File: src/rtl/forward_history_if.sv
// Bundle of read, write-back and corrected-bucket signals for the
// forward history unit; master drives reads/write-backs, slave corrects.
interface forward_history_if #(
    parameter int DATA_WIDTH         = 4,
    parameter int KEY_WIDTH          = 2,
    parameter int NUMBER_OF_TABLES   = 4,
    parameter int BUCKET_SIZE        = 1,
    parameter int MAX_HASH_ADR_WIDTH = 2,
    parameter int FORWARD_DEPTH      = 2
) ();
    localparam int NT    = NUMBER_OF_TABLES;
    localparam int AW    = MAX_HASH_ADR_WIDTH;
    localparam int BS    = BUCKET_SIZE;
    localparam int CW    = (KEY_WIDTH + DATA_WIDTH) * BUCKET_SIZE;
    localparam int AGE_W = $clog2(FORWARD_DEPTH + 1);

    logic [NT-1:0][AW-1:0]    new_hash_adr_i;
    logic [NT-1:0][CW-1:0]    new_content_i;
    logic [NT-1:0][BS-1:0]    new_valid_i;
    logic [NT-1:0][AW-1:0]    forward_hash_adr_i;
    logic [NT-1:0][CW-1:0]    forward_content_i;
    logic [NT-1:0][BS-1:0]    forward_valid_i;
    logic [NT-1:0]            forward_updated_mem_i;
    logic [NT-1:0][CW-1:0]    correct_content_o;
    logic [NT-1:0][BS-1:0]    correct_is_valid_o;
    logic [NT-1:0]            hit_o;
    logic [NT-1:0][AGE_W-1:0] hit_age_o;

    modport master (
        output new_hash_adr_i, new_content_i, new_valid_i,
        output forward_hash_adr_i, forward_content_i, forward_valid_i,
        output forward_updated_mem_i,
        input  correct_content_o, correct_is_valid_o, hit_o, hit_age_o
    );

    modport slave (
        input  new_hash_adr_i, new_content_i, new_valid_i,
        input  forward_hash_adr_i, forward_content_i, forward_valid_i,
        input  forward_updated_mem_i,
        output correct_content_o, correct_is_valid_o, hit_o, hit_age_o
    );
endinterface

File: src/rtl/forward_history_unit.sv
// Per-table history of recent write-backs; patches stale bucket reads
// with the youngest live write to the same bucket address.
module forward_history_unit #(
    parameter int DATA_WIDTH         = 4,
    parameter int KEY_WIDTH          = 2,
    parameter int NUMBER_OF_TABLES   = 4,
    parameter int BUCKET_SIZE        = 1,
    parameter int MAX_HASH_ADR_WIDTH = 2,
    parameter int FORWARD_DEPTH      = 2
) (
    input  logic              clk,
    input  logic              reset,
    input  logic              clk_en,
    input  logic              flush_i,
    forward_history_if.slave  bus
);
    localparam int NT    = NUMBER_OF_TABLES;
    localparam int D     = FORWARD_DEPTH;
    localparam int AW    = MAX_HASH_ADR_WIDTH;
    localparam int BS    = BUCKET_SIZE;
    localparam int CW    = (KEY_WIDTH + DATA_WIDTH) * BUCKET_SIZE;
    localparam int AGE_W = $clog2(FORWARD_DEPTH + 1);

    // index 0 holds age 1 (youngest)
    logic [NT-1:0][D-1:0][AW-1:0] h_adr;
    logic [NT-1:0][D-1:0][CW-1:0] h_content;
    logic [NT-1:0][D-1:0][BS-1:0] h_valid;
    logic [NT-1:0][D-1:0]         h_live;

    always_ff @(posedge clk) begin
        if (reset) begin
            h_adr     <= '0;
            h_content <= '0;
            h_valid   <= '0;
            h_live    <= '0;
        end else if (clk_en) begin
            for (int t = 0; t < NT; t++) begin
                for (int k = D - 1; k > 0; k--) begin
                    h_adr[t][k]     <= h_adr[t][k-1];
                    h_content[t][k] <= h_content[t][k-1];
                    h_valid[t][k]   <= h_valid[t][k-1];
                    h_live[t][k]    <= h_live[t][k-1] & ~flush_i;
                end
                // the in-flight write survives a flush
                h_adr[t][0]     <= bus.forward_hash_adr_i[t];
                h_content[t][0] <= bus.forward_content_i[t];
                h_valid[t][0]   <= bus.forward_valid_i[t];
                h_live[t][0]    <= bus.forward_updated_mem_i[t];
            end
        end else if (flush_i) begin
            h_live <= '0;
        end
    end

    always_comb begin
        bus.correct_content_o  = bus.new_content_i;
        bus.correct_is_valid_o = bus.new_valid_i;
        bus.hit_o              = '0;
        bus.hit_age_o          = '0;
        for (int t = 0; t < NT; t++) begin
            // oldest first so the youngest match is applied last
            for (int k = D - 1; k >= 0; k--) begin
                if (h_live[t][k] &&
                    h_adr[t][k] == bus.new_hash_adr_i[t]) begin
                    bus.correct_content_o[t]  = h_content[t][k];
                    bus.correct_is_valid_o[t] = h_valid[t][k];
                    bus.hit_o[t]              = 1'b1;
                    bus.hit_age_o[t]          = AGE_W'(k + 1);
                end
            end
        end
    end
endmodule

File: src/flat_wrapper.sv
// flat-port wrapper written by rule: the top's interface ports become plain ports
module forward_history_unit_flat 
#(
    parameter int DATA_WIDTH         = 4,
    parameter int KEY_WIDTH          = 2,
    parameter int NUMBER_OF_TABLES   = 4,
    parameter int BUCKET_SIZE        = 1,
    parameter int MAX_HASH_ADR_WIDTH = 2,
    parameter int FORWARD_DEPTH      = 2
)
  (clk, reset, clk_en, flush_i, bus_new_hash_adr_i, bus_new_content_i, bus_new_valid_i, bus_forward_hash_adr_i, bus_forward_content_i, bus_forward_valid_i, bus_forward_updated_mem_i, bus_correct_content_o, bus_correct_is_valid_o, bus_hit_o, bus_hit_age_o);
  forward_history_if #(.DATA_WIDTH(DATA_WIDTH), .KEY_WIDTH(KEY_WIDTH), .NUMBER_OF_TABLES(NUMBER_OF_TABLES), .BUCKET_SIZE(BUCKET_SIZE), .MAX_HASH_ADR_WIDTH(MAX_HASH_ADR_WIDTH), .FORWARD_DEPTH(FORWARD_DEPTH)) bus_i ();
  input  logic clk;
  input  logic reset;
  input  logic clk_en;
  input  logic flush_i;
  input wire logic [$bits(bus_i.new_hash_adr_i)-1:0] bus_new_hash_adr_i;
  input wire logic [$bits(bus_i.new_content_i)-1:0] bus_new_content_i;
  input wire logic [$bits(bus_i.new_valid_i)-1:0] bus_new_valid_i;
  input wire logic [$bits(bus_i.forward_hash_adr_i)-1:0] bus_forward_hash_adr_i;
  input wire logic [$bits(bus_i.forward_content_i)-1:0] bus_forward_content_i;
  input wire logic [$bits(bus_i.forward_valid_i)-1:0] bus_forward_valid_i;
  input wire logic [$bits(bus_i.forward_updated_mem_i)-1:0] bus_forward_updated_mem_i;
  output wire logic [$bits(bus_i.correct_content_o)-1:0] bus_correct_content_o;
  output wire logic [$bits(bus_i.correct_is_valid_o)-1:0] bus_correct_is_valid_o;
  output wire logic [$bits(bus_i.hit_o)-1:0] bus_hit_o;
  output wire logic [$bits(bus_i.hit_age_o)-1:0] bus_hit_age_o;
  assign bus_i.new_hash_adr_i = bus_new_hash_adr_i;
  assign bus_i.new_content_i = bus_new_content_i;
  assign bus_i.new_valid_i = bus_new_valid_i;
  assign bus_i.forward_hash_adr_i = bus_forward_hash_adr_i;
  assign bus_i.forward_content_i = bus_forward_content_i;
  assign bus_i.forward_valid_i = bus_forward_valid_i;
  assign bus_i.forward_updated_mem_i = bus_forward_updated_mem_i;
  assign bus_correct_content_o = bus_i.correct_content_o;
  assign bus_correct_is_valid_o = bus_i.correct_is_valid_o;
  assign bus_hit_o = bus_i.hit_o;
  assign bus_hit_age_o = bus_i.hit_age_o;
  forward_history_unit #(.DATA_WIDTH(DATA_WIDTH), .KEY_WIDTH(KEY_WIDTH), .NUMBER_OF_TABLES(NUMBER_OF_TABLES), .BUCKET_SIZE(BUCKET_SIZE), .MAX_HASH_ADR_WIDTH(MAX_HASH_ADR_WIDTH), .FORWARD_DEPTH(FORWARD_DEPTH)) u_core (.clk(clk), .reset(reset), .clk_en(clk_en), .flush_i(flush_i), .bus(bus_i));
endmodule
File: config.mk
export PLATFORM = sky130hd
export DESIGN_NAME = forward_history_unit_flat
export DESIGN_NICKNAME = d
export VERILOG_FILES = /design/src/rtl/forward_history_if.sv /design/src/rtl/forward_history_unit.sv /design/src/flat_wrapper.sv
export SDC_FILE = /design/constraint.sdc
export NUM_CORES = 1
export LEC_CHECK = 0
export CAP_MARGIN = 20
export CORE_MARGIN = 2
export CORE_UTILIZATION = 41
export CTS_BUF_LIST = sky130_fd_sc_hd__clkbuf_4 sky130_fd_sc_hd__clkbuf_8
export CTS_CLUSTER_SIZE = 30
export DETAILED_ROUTE_END_ITERATION = 16
export HOLD_SLACK_MARGIN = 0.02
export PLACE_DENSITY = 0.7
export SLEW_MARGIN = 20
export SYNTH_ARGS = -nofsm -noshare
export SYNTH_HDL_FRONTEND = slang
export SYNTH_SLANG_ARGS = --single-unit
File: constraint.sdc
create_clock -name clk -period 2.1 [get_ports clk]
set_clock_uncertainty 0.05 [all_clocks]
set_input_delay 0.42 -clock clk [delete_from_list [all_inputs] [get_ports clk]]
set_output_delay 0.42 -clock clk [all_outputs]
set_load 0.01 [all_outputs]
==> flow_summary_export.csv <==
group,metric,value,unit
timing,fin_crit,2.183,ns
clock_network,cts_tree,"done",
timing,final_period_util,104.0,%
critical_path,criticalPathCategory,"input port to primary output",
die,ios,120,
run_status,violations,"negative setup slack",
placement,gp_routability_congestion,0.8386,
critical_path,cell_breakdown_of_the_critical_path,"clkdlybuf4s15_1, buf_4, xnor2_2, buf_4, nand4_1, a31oi_4, buf_2",
timing,relSlewSlack,58.16,%
timing,holdWs,0.4575,ns
clock_network,worst_skew_late_latency,0.35,ns
critical_path,crit_path_top_delay_cell,"sky130_fd_sc_hd__a31oi_4",
die,floorplan.die.height,105.2,um
placement,placedCellCount,719,
layout,post_route_cells_drive_above_1_share,40.30,%
synthesis,mapped_cell_area,4200,um2
synthesis,synth_top_cell_area_share,38.13,%
route,routed-via-count,4057,
critical_path,cp_num_buf_inv,4,
clock_network,clk_pin_slew_worst_paths,0.07,ns
clock_network,clock-sinks,80,
synthesis,synth_sequential_area_ratio,38.13,%
min_path,hold_path_class,"flip-flop to flip-flop",
power,worst_ir_drop_vdd,0.0003667,V
timing,setup_repair_after_global_routing_missed_its_margin,"true",
power,p_seq_share,45.5,%
route,via_per_inst,5.512,
clock_network,cts_inserted_buffers,9,
critical_path,worst_ep_required_time,1.63,ns
synthesis,netlist.top_cell.by_area,"sky130_fd_sc_hd__dfxtp_1",
timing,final.setup.worst_slack,-0.08347,ns
die,core_region_area,9864,um2
power,power.clock.fraction,28.0,%
timing,hold_vio_cnt_final,0,
critical_path,cp_top_family,"buffers and inverters",
critical_path,critPathLaunchType,"input port",
run_status,status,"finished with violations",
critical_path,cp.arrival,1.71,ns
power,switching_power,1.097,mW
global_routing,number_of_global_route_vias_before_repair,4040,
die,num_rows,36,
placement,placement.cell_area,5882,um2
timing,setup_total_negative_slack,-1.123,ns
die,design.die.area,11070,um2
route,route.detailed.drc,0,
layout,layout.cell_area.non_filler,6784,um2
synthesis,yosysWarnings,0,
clock_network,holdBufCountCts,0,
layout,fillCellCount,733,
layout,area_added_between_synthesis_and_finish,61.51,%
timing,fmaxAchievable,458.0,MHz
route,drt_wl_total,12.81,mm
die,die_w,105.2,um
critical_path,critical-path-top-cell-by-count,"sky130_fd_sc_hd__buf_4",
critical_path,critical_path_peak_fanout,3,
layout,final_cell_count_no_fill,736,
timing,max_slew.worst_pin.slew,0.6270,ns
critical_path,cp_slowest_stage_delay,0.24,ns
die,initial_utilization,42.58,%
global_routing,grt_max_degree,81,
route,first_iter_violations,165,
power,leakagePower,2.635,nW
layout,layout.nets,678,
global_routing,grt_antenna_before_repair,0,
clock_network,max-clock-path-buffers,2,
job,timing.max_cap.violations,0,
clock_network,h-tree-depth,3,
placement,post-dp-hpwl,7.924,mm
global_routing,grt_overflow_total,0,
synthesis,netlist-cell-type-count,25,
critical_path,critical_path.endpoint_type,"primary output",
route,drt.antenna.violating_nets,0,
timing,slew_viol_final,0,
synthesis,synthTopCellsByArea,"sky130_fd_sc_hd__dfxtp_1 (38%), sky130_fd_sc_hd__mux2i_1 (18%), sky130_fd_sc_hd__a31oi_2 (7.7%)",
route,detail_route.wl_per_cell,17.40,um
global_routing,global_route.usage.total,21.70,%
layout,antenna-diode-count,0,
power,pwr-share-comb,26.5,%
global_routing,first_pass_grt_wire_length,19.55,mm
power,cellPowerDensity,535.0,nW/um2
power,fraction_of_power_spent_switching_nets,30.23,%
power,cell_internal_pwr,2.532,mW
synthesis,post_synth_inst_count,436,
synthesis,syn_area_per_cell,9.634,um2
placement,portBuffers,119,
synthesis,ys_ff_latch,80,
clock_network,clk_root_buf,"sky130_fd_sc_hd__clkbuf_8",
synthesis,syn_nets,516,
route,detailed_routing_iterations_pass_1,4,
timing,report.final.setup_viol,27,
==> synth_stat cells <==
| master | instances |
|---|---|
| sky130_fd_sc_hd__a21oi_1 | 4 |
| sky130_fd_sc_hd__a31oi_2 | 26 |
| sky130_fd_sc_hd__a31oi_4 | 2 |
| sky130_fd_sc_hd__buf_1 | 1 |
| sky130_fd_sc_hd__buf_2 | 11 |
| sky130_fd_sc_hd__buf_6 | 4 |
| sky130_fd_sc_hd__clkbuf_1 | 12 |
| sky130_fd_sc_hd__dfxtp_1 | 80 |
| sky130_fd_sc_hd__inv_1 | 8 |
| sky130_fd_sc_hd__inv_2 | 2 |
| sky130_fd_sc_hd__inv_4 | 2 |
| sky130_fd_sc_hd__mux2i_1 | 76 |
| sky130_fd_sc_hd__nand2_1 | 4 |
| sky130_fd_sc_hd__nand3_1 | 4 |
| sky130_fd_sc_hd__nand4_1 | 28 |
| sky130_fd_sc_hd__nor2_1 | 76 |
| sky130_fd_sc_hd__nor2_2 | 4 |
| sky130_fd_sc_hd__nor3_1 | 4 |
| sky130_fd_sc_hd__nor3b_1 | 4 |
| sky130_fd_sc_hd__nor4_1 | 28 |
| sky130_fd_sc_hd__o31ai_1 | 28 |
| sky130_fd_sc_hd__or3_1 | 4 |
| sky130_fd_sc_hd__xnor2_1 | 8 |
| sky130_fd_sc_hd__xor2_1 | 8 |
| sky130_fd_sc_hd__xor2_2 | 8 |
==> timing repair <==
item / 4_1_cts / 5_1_grt
buffers inserted: 1 / 1
hold endpoints to repair: 0 / 0
endpoints found under the setup margin: 40 / 34
cloned: 0 / 0
gates resized for setup: 267 / 73
pin swaps: 8 / 17
==> sequential cells by signal, summed over array words and instances, names as in the netlist <==
signal	count
u_core.h_content	48
u_core.h_adr	16
u_core.h_valid	8
u_core.h_live	8
==> layer usage <==
layer | GRT usage (%) | part of all wire [%]
met1 | 26.10 | 41
met3 | 4.576 | 4.4
met4 | 7.048 | 1.2
met5 | 0 | 0
met2 | 38.39 | 54
==> kinds of logic (layout without fill, tap and decap cells) <==
group | count (synthesis) | count (layout) | synth area share, %
mux | 76 | 76 | 18.11
xor+xnor | 24 | 24 | 6.434
compound gates | 60 | 60 | 14.24
flops | 80 | 80 | 38.13
simple gates | 156 | 156 | 18.35
buf+inv | 40 | 207 | 4.736
==> placed cells by master, fill, tap and decap left out, types with 4 or more instances in the layout <==
cell type                         count
sky130_fd_sc_hd__a21oi_1              4
sky130_fd_sc_hd__xor2_2              10
sky130_fd_sc_hd__clkbuf_8             9
sky130_fd_sc_hd__inv_1                6
sky130_fd_sc_hd__o31ai_2              9
sky130_fd_sc_hd__buf_6               29
sky130_fd_sc_hd__inv_4                4
sky130_fd_sc_hd__o31ai_4             19
sky130_fd_sc_hd__a31oi_4             22
sky130_fd_sc_hd__or3_4                4
sky130_fd_sc_hd__nor3_1               4
sky130_fd_sc_hd__buf_2               24
sky130_fd_sc_hd__nor2_1              76
sky130_fd_sc_hd__buf_4               43
sky130_fd_sc_hd__mux2i_1             76
sky130_fd_sc_hd__nand2_1              4
sky130_fd_sc_hd__nor4_2              14
sky130_fd_sc_hd__dfxtp_1             65
sky130_fd_sc_hd__a31oi_2              6
sky130_fd_sc_hd__nor4_1              13
sky130_fd_sc_hd__xnor2_2              6
sky130_fd_sc_hd__buf_12               5
sky130_fd_sc_hd__nor3b_1              4
sky130_fd_sc_hd__dfxtp_2             14
sky130_fd_sc_hd__clkdlybuf4s50_1     69
sky130_fd_sc_hd__nand4_1             28
sky130_fd_sc_hd__xor2_1               4
==> path summary, 6_finish.rpt <==
| path | startpoint | end | slack (ns) | cells past startpoint |
|---|---|---|---|---|
| worst max-delay path | bus_new_hash_adr_i[2] | bus_correct_is_valid_o[1] | -0.08 | 7 |
| worst min-delay path | u_core.h_content[32]$_SDFFE_PP0P_ | u_core.h_content[32]$_SDFFE_PP0P_ | 0.46 | 2 |
| worst max register to register | u_core.h_live[4]$_SDFFE_PP0P_ | u_core.h_live[4]$_SDFFE_PP0P_ | 1.19 | 4 |
| worst min register to register | u_core.h_content[32]$_SDFFE_PP0P_ | u_core.h_content[32]$_SDFFE_PP0P_ | 0.46 | 2 |
==> final cells by class <==
| cell class | instances | area [um2] | share of cell area (%) |
|---|---|---|---|
| flip-flops and latches | 80 | 1623 | 23.92 |
| repair buffers | 179 | 1647 | 24.27 |
| well taps | 133 | 166.4 | 2.453 |
| clock inverters | 5 | 33.78 | 0.4980 |
| multi-input cells | 316 | 3117 | 45.94 |
| inverters | 12 | 58.81 | 0.8668 |
| clock buffers | 11 | 138.9 | 2.047 |
==> through the flow <==
stage	total power, mW	utilization (%)	setup slack (ns)
3_5_place_dp	2.474	59.63	-0.8094
4_1_cts	3.543	64.61	-0.1064
5_1_grt	3.783	68.77	-0.1435
6_report	3.629	68.77	-0.08347
3_3_place_gp	2.457	59.63	-0.7817
2_1_floorplan	2.041	-	0.3422
==> worst register-to-register path, delay by kind of cell, from the launching register on <==
kind | cells | cell delay [ns]
compound gates | 1 | 0.12
buf+inv | 1 | 0.13
flops | 1 | 0.31
simple gates | 2 | 0.18
==> power groups by stage <==
stage               registers, mW  logic, mW  clock network (mW)
CTS                          1.65      0.855                1.04
global placement             1.67      0.782                   0
global route                 1.66       1.02                1.11
finish                       1.65      0.960                1.02
floorplan                    1.66      0.379                   0
detailed placement           1.68      0.797                   0
(Power assumes the default switching activity.)
